==> config.mk <==
export PLATFORM = sky130hd
export DESIGN_NAME = video_fetch_ctrl
export DESIGN_NICKNAME = d
export VERILOG_FILES = /design/src/rtl/video_fetch_ctrl.sv
export SDC_FILE = /design/constraint.sdc
export NUM_CORES = 1
export LEC_CHECK = 0
export BUFFER_PORTS_ARGS = -buffer_cell sky130_fd_sc_hd__buf_2
export CAP_MARGIN = 20
export CELL_PAD_IN_SITES_DETAIL_PLACEMENT = 1
export CELL_PAD_IN_SITES_GLOBAL_PLACEMENT = 1
export CORE_MARGIN = 4
export CORE_UTILIZATION = 39
export DETAILED_ROUTE_END_ITERATION = 8
export PLACE_DENSITY = 0.81
export SKIP_CTS_REPAIR_TIMING = 1
export SLEW_MARGIN = 0
export SYNTH_ARGS = -nofsm -noshare
export SYNTH_HDL_FRONTEND = slang
export SYNTH_SLANG_ARGS = --single-unit
export TNS_END_PERCENT = 10
==> constraint.sdc <==
create_clock -name clk -period 2.2 [get_ports clk]
set_clock_uncertainty 0.1 [all_clocks]
set_input_delay 0.44 -clock clk [delete_from_list [all_inputs] [get_ports clk]]
set_output_delay 0.44 -clock clk [all_outputs]
set_load 0.02 [all_outputs]
==> src/rtl/video_fetch_ctrl.sv <==
// -----------------------------------------------------------------------------
// video_fetch_ctrl
//
// Sequences the DRAM read traffic for one video scanline. A line is a run of
// 32-bit fetch units. Each unit takes two 16-bit word reads. The controller:
//   * issues the two read requests of a unit and holds each one until accepted,
//   * keeps a 2-entry tag FIFO so it knows which byte lanes each returning
//     strobe fills (read data returns strictly in request order),
//   * pulses fetch_stb once both halves of a unit have landed, which copies the
//     unit into the one-deep pixel slot,
//   * holds back the next unit until the pixel pipe has freed (or is freeing)
//     that slot.
//
// Ports
//   clk, rst_n          clock, asynchronous active-low reset
//   line_start          latch mode/bases/units and (re)start a line
//   mode                0 = ZX (pixel byte + attribute byte), 1 = linear words
//   pix_base            ZX pixel byte address / linear word address (low AW bits)
//   attr_base           ZX attribute byte address
//   units               number of 32-bit units in the line (0 = empty line)
//   video_req/addr      DRAM read request and word address
//   video_next          request accepted this cycle
//   video_strobe        read data valid (in request order)
//   f_sel, b_sel        byte-lane enables / byte selects for the current strobe
//   fetch_stb           transfer the assembled unit into the pixel slot
//   slot_full           pixel slot holds an unconsumed unit
//   pix_take            pixel pipe consumed the slot
//   line_done           one-cycle pulse when the last unit is delivered
// -----------------------------------------------------------------------------
module video_fetch_ctrl #(
  parameter int AW = 21,
  parameter int CW = 8
) (
  input  logic          clk,
  input  logic          rst_n,
  input  logic          line_start,
  input  logic          mode,
  input  logic [AW:0]   pix_base,
  input  logic [AW:0]   attr_base,
  input  logic [CW-1:0] units,
  output logic          video_req,
  output logic [AW-1:0] video_addr,
  input  logic          video_next,
  input  logic          video_strobe,
  output logic [3:0]    f_sel,
  output logic [1:0]    b_sel,
  output logic          fetch_stb,
  output logic          slot_full,
  input  logic          pix_take,
  output logic          line_done
);

  typedef enum logic [1:0] {
    ST_IDLE  = 2'd0,
    ST_ISSUE = 2'd1,
    ST_WAIT  = 2'd2
  } state_t;

  // One tag per accepted request: which lanes the returning word fills and
  // whether it completes the unit.
  typedef struct packed {
    logic       last;
    logic [1:0] b;
    logic [3:0] f;
  } tag_t;

  localparam logic [AW:0]   PTR_ONE  = (AW+1)'(1);
  localparam logic [AW:0]   PTR_TWO  = (AW+1)'(2);
  localparam logic [AW-1:0] WORD_ONE = AW'(1);
  localparam logic [CW-1:0] CNT_ONE  = CW'(1);

  state_t        state_reg, state_next;

  logic          mode_reg;
  logic [AW:0]   pix_ptr_reg;
  logic [AW:0]   attr_ptr_reg;
  logic [CW-1:0] remaining_reg;
  logic          req_idx_reg;     // 0 = first word of the unit, 1 = second
  logic          flush_reg;       // discard completions from an abandoned line
  logic          slot_full_reg;
  logic          fetch_stb_reg;
  logic          line_done_reg;

  tag_t          tag_mem_reg [2];
  logic          wr_ptr_reg;
  logic          rd_ptr_reg;
  logic [1:0]    count_reg;
  logic [1:0]    count_next;

  tag_t          head_tag;
  tag_t          push_tag;
  logic          fifo_empty;
  logic          push;
  logic          pop;
  logic          unit_done;
  logic          start_ok;

  assign fifo_empty = (count_reg == 2'd0);
  assign head_tag   = tag_mem_reg[rd_ptr_reg];
  assign pop        = video_strobe && !fifo_empty;
  assign push       = video_req && video_next;

  // A unit completes when its last tag pops, unless it belongs to a line that
  // was abandoned (flush) or is being abandoned right now (line_start).
  assign unit_done  = pop && head_tag.last && !flush_reg && !line_start;

  // A new unit may begin only with nothing in flight, no transfer into the
  // slot already scheduled, and the slot free or being freed this cycle.
  assign start_ok   = (state_reg == ST_WAIT) && !line_start &&
                      (remaining_reg != '0) && fifo_empty && !flush_reg &&
                      !fetch_stb_reg && (!slot_full_reg || pix_take);

  // ---------------------------------------------------------------------------
  // State register
  // ---------------------------------------------------------------------------
  always_ff @(posedge clk or negedge rst_n) begin
    if (!rst_n) begin
      state_reg <= ST_IDLE;
    end else begin
      state_reg <= state_next;
    end
  end

  // ---------------------------------------------------------------------------
  // Next-state logic
  // ---------------------------------------------------------------------------
  always_comb begin
    state_next = state_reg;
    if (line_start) begin
      state_next = (units == '0) ? ST_IDLE : ST_WAIT;
    end else begin
      case (state_reg)
        ST_IDLE: state_next = ST_IDLE;
        ST_WAIT: begin
          if (unit_done && (remaining_reg == CNT_ONE)) begin
            state_next = ST_IDLE;
          end else if (start_ok) begin
            state_next = ST_ISSUE;
          end
        end
        ST_ISSUE: begin
          if (push && req_idx_reg) begin
            state_next = ST_WAIT;
          end
        end
        default: state_next = ST_IDLE;
      endcase
    end
  end

  // ---------------------------------------------------------------------------
  // Output logic
  // ---------------------------------------------------------------------------
  always_comb begin
    video_req  = 1'b0;
    video_addr = '0;
    push_tag   = '0;
    f_sel      = 4'b0000;
    b_sel      = 2'b00;

    // The first request of a unit is presented in the same cycle the slot
    // frees up; after that ISSUE holds it. line_start withdraws it at once.
    if (!line_start && ((state_reg == ST_ISSUE) || start_ok)) begin
      video_req = 1'b1;
    end

    if (video_req) begin
      if (mode_reg) begin
        if (!req_idx_reg) begin
          video_addr = pix_ptr_reg[AW-1:0];
          push_tag   = '{last: 1'b0, b: 2'b10, f: 4'b0011};
        end else begin
          video_addr = pix_ptr_reg[AW-1:0] + WORD_ONE;
          push_tag   = '{last: 1'b1, b: 2'b00, f: 4'b1100};
        end
      end else begin
        // ZX pointers are byte addresses: the low bit selects the byte.
        if (!req_idx_reg) begin
          video_addr = pix_ptr_reg[AW:1];
          push_tag   = '{last: 1'b0, b: {1'b0, pix_ptr_reg[0]}, f: 4'b0001};
        end else begin
          video_addr = attr_ptr_reg[AW:1];
          push_tag   = '{last: 1'b1, b: {attr_ptr_reg[0], 1'b0}, f: 4'b0010};
        end
      end
    end

    if (pop) begin
      f_sel = head_tag.f;
      b_sel = head_tag.b;
    end
  end

  assign fetch_stb = fetch_stb_reg;
  assign slot_full = slot_full_reg;
  assign line_done = line_done_reg;

  // ---------------------------------------------------------------------------
  // Tag FIFO occupancy
  // ---------------------------------------------------------------------------
  always_comb begin
    case ({push, pop})
      2'b10:   count_next = count_reg + 2'd1;
      2'b01:   count_next = count_reg - 2'd1;
      default: count_next = count_reg;
    endcase
  end

  always_ff @(posedge clk or negedge rst_n) begin
    if (!rst_n) begin
      for (int i = 0; i < 2; i++) begin
        tag_mem_reg[i] <= '0;
      end
      wr_ptr_reg <= 1'b0;
      rd_ptr_reg <= 1'b0;
      count_reg  <= 2'd0;
    end else begin
      if (push) begin
        tag_mem_reg[wr_ptr_reg] <= push_tag;
        wr_ptr_reg              <= ~wr_ptr_reg;
      end
      if (pop) begin
        rd_ptr_reg <= ~rd_ptr_reg;
      end
      count_reg <= count_next;
    end
  end

  // ---------------------------------------------------------------------------
  // Line configuration, pointers and unit pacing
  // ---------------------------------------------------------------------------
  always_ff @(posedge clk or negedge rst_n) begin
    if (!rst_n) begin
      mode_reg      <= 1'b0;
      pix_ptr_reg   <= '0;
      attr_ptr_reg  <= '0;
      remaining_reg <= '0;
      req_idx_reg   <= 1'b0;
      flush_reg     <= 1'b0;
      slot_full_reg <= 1'b0;
      fetch_stb_reg <= 1'b0;
      line_done_reg <= 1'b0;
    end else begin
      if (line_start) begin
        mode_reg      <= mode;
        pix_ptr_reg   <= pix_base;
        attr_ptr_reg  <= attr_base;
        remaining_reg <= units;
      end else begin
        // Pointers advance once the unit's second request has been accepted.
        if (push && req_idx_reg) begin
          if (mode_reg) begin
            pix_ptr_reg <= pix_ptr_reg + PTR_TWO;
          end else begin
            pix_ptr_reg  <= pix_ptr_reg + PTR_ONE;
            attr_ptr_reg <= attr_ptr_reg + PTR_ONE;
          end
        end
        if (unit_done) begin
          remaining_reg <= remaining_reg - CNT_ONE;
        end
      end

      if (line_start) begin
        req_idx_reg <= 1'b0;
      end else if (push) begin
        req_idx_reg <= ~req_idx_reg;
      end

      // Tags still in the FIFO at line_start belong to the old line; keep
      // discarding their completions until the FIFO has drained.
      if (line_start) begin
        flush_reg <= (count_next != 2'd0);
      end else if (count_next == 2'd0) begin
        flush_reg <= 1'b0;
      end

      fetch_stb_reg <= unit_done;
      line_done_reg <= (unit_done && (remaining_reg == CNT_ONE)) ||
                       (line_start && (units == '0));

      // The slot fills with the fetch_stb transfer; a take in that same
      // cycle consumed the previous contents, so the slot stays full.
      if (line_start) begin
        slot_full_reg <= 1'b0;
      end else if (fetch_stb_reg) begin
        slot_full_reg <= 1'b1;
      end else if (pix_take) begin
        slot_full_reg <= 1'b0;
      end
    end
  end

endmodule
Word level (Yosys, flattened, before mapping). Cells that the tools add are included.

Register bits: 78. Bits of input ports: 59. Output and inout bits: 31.

$add $sub $neg: 7. Magnitude comparators: 3. Equal/unequal tests: 8. Mux-type cells: 39. Bitwise operators: 5. Reductions and logical operators: 36.

Operators by type and width (number): $mux W22 (6); $mux W21 (4); $mux W7 (8); $add A22 B1 Y22 const B (2); $add A22 B2 Y22 const B (1); $add A21 B1 Y21 const B (1); $logic_and A1 B1 Y1 (16); $mux W8 (2); $bwmux W14 (1); $mux W2 (6); $reduce_bool A2 Y1 (5); $eq A8 B1 Y1 const B (1); $logic_not A8 Y1 (1); $mux W1 (8); $pmux W2 S2 (2); $reduce_bool A8 Y1 (1); $sub A8 B1 Y8 const B (1); $demux W7 S1 (1); $logic_not A1 Y1 (5); $eq A2 B1 Y1 const B (2); $eq A2 B2 Y1 const B (2); $ge A2 B2 Y1 const B (2); $logic_not A2 Y1 (2); $mux W4 (1); other kinds (11) (17).

Logic depth before layout (Yosys ltp).
Depth after elaboration: 16. Depth in mapped cells: 12. Depth with buffers taken out: 12.

Least setup slack after synthesis. OpenSTA, ideal clock, no wires.

Path kind: input-to-output. Start: input line_start. End: output video_addr[0]. Data arrival time: 2.305 ns. Data required time: 1.660 ns. Path slack: -0.645 ns. Stages on the path: 7. Buffers on the path: 2. Path through: buf_2 -> nor4b_2 -> and3_1 -> a21oi_1 -> or2_2 -> clkbuf_1 -> a211oi_1.

Word-level cells in the longest chain between the ends: 11.

RTL lines: start: declaration (line 36) `input logic line_start,`; $logic_not A1 Y1 * (line 109, 163); $logic_and A1 B1 Y1 (2 in series) (line 109) `assign start_ok = (state_reg == ST_WAIT) && !line_start &&`; $logic_and A1 B1 Y1 (3 in series) (line 110) `(remaining_reg != '0) && fifo_empty && !flush_reg &&`; $logic_and A1 B1 Y1 (line 111) `!fetch_stb_reg && (!slot_full_reg || pix_take);`; $logic_or A1 B1 Y1 (line 163) `if (!line_start && ((state_reg == ST_ISSUE) || start_ok)) begin`; $logic_and A1 B1 Y1 * (line 163); $mux W1 * (line 163); $mux W21 * (line 167) `if (video_req) begin`; end: declaration (line 42) `output logic [AW-1:0] video_addr,`.

Mark *: on every way between the ends. The rest lies on a longest branch, timed or not.

Worst setup path after layout.
Start: register pix_ptr_reg[8]. End: output video_addr[20].

Word-level cells in the longest chain between the ends: 4.

RTL lines: start: declaration (line 75) `logic [AW:0] pix_ptr_reg;`; start signal: assignment (line 246) `pix_ptr_reg <= pix_base;`; start signal: assignment (line 253) `pix_ptr_reg <= pix_ptr_reg + PTR_TWO;`; start signal: assignment (line 255) `pix_ptr_reg <= pix_ptr_reg + PTR_ONE;`; $add A21 B1 Y21 (line 173) `video_addr = pix_ptr_reg[AW-1:0] + WORD_ONE;`; $mux W21 (line 169) `if (!req_idx_reg) begin`; $mux W21 (line 168) `if (mode_reg) begin`; $mux W21 (line 167).

Every way passes these cells.

==> impl_metrics.csv <==
group,metric,value,unit
finish,layout_commonest_cell,"buf_4",
yosys,synth_top_family_by_area,"simple AND/OR/NAND/NOR gates",
grt,grt_max_degree,44,
finish,area_delta_synth_final,50.2,%
yosys,yosysWarningCount,0,
yosys,synth_mux_area_share,5.44,%
pwr,power,0.00515,W
floorplanning,coreArea,13300,um^2
clock_network,cts_root_buf,"clkbuf_16",
run_status,violations,"negative setup slack",
yosys,syn_area,5360,um^2
placement,gp_congestion,0.965,
placement,dpl_cell_area,7200,um^2
floorplanning,dieArea,15700,um^2
worst_setup_path,crit_required,1.66,ns
timing,finalCritPeriodShare,136,%
route,drt_wl_total,24300,um
worst_setup_path,path_class,"reg2out",
timing,fin_ws,-0.791,ns
yosys,ys_ff_latch,76,
yosys,synth_simple_gate_area_share,26.2,%
yosys,synth_cells,633,
grt,grt_use_total,27.2,%
clock_network,cts_tree,"done",
timing,worstMarginPinSlew,0.617,ns
finish,regArea,1910,um^2
clock_network,cts_made_buffers,9,
yosys,synthAdderAreaFrac,2.57,%
clock_network,insertion_delay,0.37,ns
floorplanning,boundaryPins,90,
pwr,seq_power_share,35.2,%
run_status,outcome,"complete, but fails checks",
clock_network,htree_levels,3,
finish,fillCellCount,1565,
worst_setup_path,worstPathArrival,2.45,ns
yosys,synth_compound_area_share,18.2,%
pwr,power_frac_clock,30.2,%
clock_network,clk_pin_slew,0.07,ns
route,post_drt_wl_per_cell,24.3,um
finish,stdcell_area,8050,um^2
min_path,hp-class,"in2reg",
finish,stdcell_count,1000,
placement,hpwl,15900,um
timing,hold_slack,0.185,ns
timing,fmax,0.334,GHz
floorplanning,chipHeight,125,um
route,avgViaCountPerCell,6.16,
yosys,synth_seq_area_share,35.5,%
pwr,switching_power,0.00190,W
route,drt_pass1_iterations,6,
timing,rsz0062_at_grt,"true",
route,first_iter_violations,512,
pwr,powerDensity,639,nW/um^2
floorplanning,fp.dieW,125,um
grt,grt_pass1_wl,34000,um
route,via_count,6164,
yosys,post_synth_num_cell_types,64,
timing,finalSetupTns,-24.80,ns
job,maxCapViolations,0,
pwr,pwr-share-comb,34.6,%
finish,drive_gt1_share,40.9,%
grt,grt_pass1_vias,6325,
placement,placedCellCount,979,
yosys,synth_xor_area_share,6.86,%
clock_network,cts_sinks,76,
yosys,synth_edf_count,0,
worst_setup_path,worst-path-max-fanout,5,
worst_setup_path,reg2reg_depth,7,
pwr,p_int,0.00325,W
placement,portBuffers,89,
pwr,p_leak,3.36,nW
grt,gr-total-overflow,0,
timing,maxSlewViolCount,0,
floorplanning,rows,42,
timing,min_period,2.99,ns
yosys,synth_top_flop_cell,"dfrtp_1",
finish,fin_nets,889,
yosys,synthArstFlopShare,100,%
worst_setup_path,worstSetupEndpointType,"primary output",
timing,setup_viol,63,
route,drc,0,
timing,finalHoldViolCount,0,
min_path,hold_depth,3,
timing,max_slew_margin,58.4,%
clock_network,cts_max_path_buffers,2,
worst_setup_path,worst_setup_path_start_kind,"register",
finish,layout_common_cells,"buf_4 (118), dfrtp_1 (73), buf_2 (67), nand2_1 (60), nor2_1 (52)",
yosys,synth_area_per_cell,8.47,um^2
grt,antenna_found_initial,0,
route,ant_nets,0,
yosys,syn_nets,703,
finish,multi_input_area,3790,um^2
finish,diodes,0,
floorplanning,initial_core_util,40.2,%
pwr,vdd_ir_drop_max,440,uV
pwr,swShare,36.8,%
## power groups by stage
stage	Combinational [W]	Sequential, W	Clock [W]
6_report	0.00178	0.00181	0.00156
5_1_grt	0.00189	0.00183	0.00163
3_3_place_gp	0.00147	0.00179	0
3_5_place_dp	0.00156	0.00180	0
2_1_floorplan	0.000902	0.00176	0
4_1_cts	0.00157	0.00178	0.00155
## metal layers
metal / routed length (um) / up-vias / track usage, %
met1: 9620 / 3086 / 34.0
met5: 0 / - / 0
li1: - / 2681 / -
met3: 1640 / 89 / 5.93
met2: 12000 / 308 / 46.0
met4: 1030 / 0 / 10.3
## worst max-delay path, stage by stage (launching register included)
cell      delay, ns
dfrtp_1        0.47
nand2_1        0.22
nor4_4         0.41
buf_4          0.20
nand3_1        0.11
xor2_1         0.22
a211oi_4       0.30
buf_6          0.15
## per-stage QoR
stage	util, %	setup WS [ns]
2_1_floorplan	-	-0.283
4_1_cts	56.1	-0.856
3_5_place_dp	53.9	-0.519
3_3_place_gp	53.9	-0.371
5_1_grt	60.3	-0.819
6_report	60.3	-0.791
## cells by family (layout without fill, tap and decap cells)
family | count (synthesis) | after routing
and+or+nand+nor | 262 | 262
AOI/OAI and AO/OA | 144 | 144
DFF | 76 | 76
buffers and inverters | 72 | 263
xor gates and xnor gates | 42 | 42
muxes | 26 | 26
adders and majority gates | 11 | 11
## path summary, 6_finish.rpt
check | start | endpoint | slack (ns)
min | attr_base[4] | attr_ptr_reg[4] | 0.18
max reg2reg | pix_ptr_reg[1] | pix_ptr_reg[21] | -0.54
min reg2reg | tag_mem_reg[7] | tag_mem_reg[7] | 0.41
max in group asynchronous | rst_n | pix_ptr_reg[6] | 1.00
max | pix_ptr_reg[8] | video_addr[20] | -0.79
min in group asynchronous | rst_n | attr_ptr_reg[8] | 0.39
## layout make-up
type / instances / area share (%)
clock inverters: 6 / 0.808
flip-flops and latches: 76 / 23.7
clock buffers: 10 / 2.84
multi-input cells: 485 / 47.1
well taps: 176 / 2.74
inverters: 22 / 1.03
repair buffers: 225 / 21.8
## cell usage after synthesis (3+ instances only)
master	n	area share [%]
dfrtp_1	76	35
nand2_1	61	4.3
nor2_1	54	3.8
clkbuf_1	38	2.7
o21ai_0	36	3.4
a211oi_1	32	4.5
xnor2_1	30	4.9
nand3_1	27	2.5
inv_1	22	1.5
a31oi_1	19	2.2
nor3_1	18	1.7
a21oi_1	15	1.4
mux2_2	15	3.2
nor4_1	14	1.6
nor2b_1	13	1.5
nand4_1	12	1.4
xor2_1	12	2.0
ha_1	11	2.6
mux2i_1	10	1.9
or4_1	9	1.3
o31ai_1	8	1.1
or3_1	8	0.93
buf_2	7	0.65
and4_1	6	0.98
o41ai_1	6	0.98
and2_1	5	0.58
and3_1	5	0.58
nor4b_1	5	0.82
o32ai_1	5	0.82
or2_2	4	0.47
or4b_2	4	0.75
buf_1	3	0.21
or4b_1	3	0.56
(Power assumes the default switching activity.)
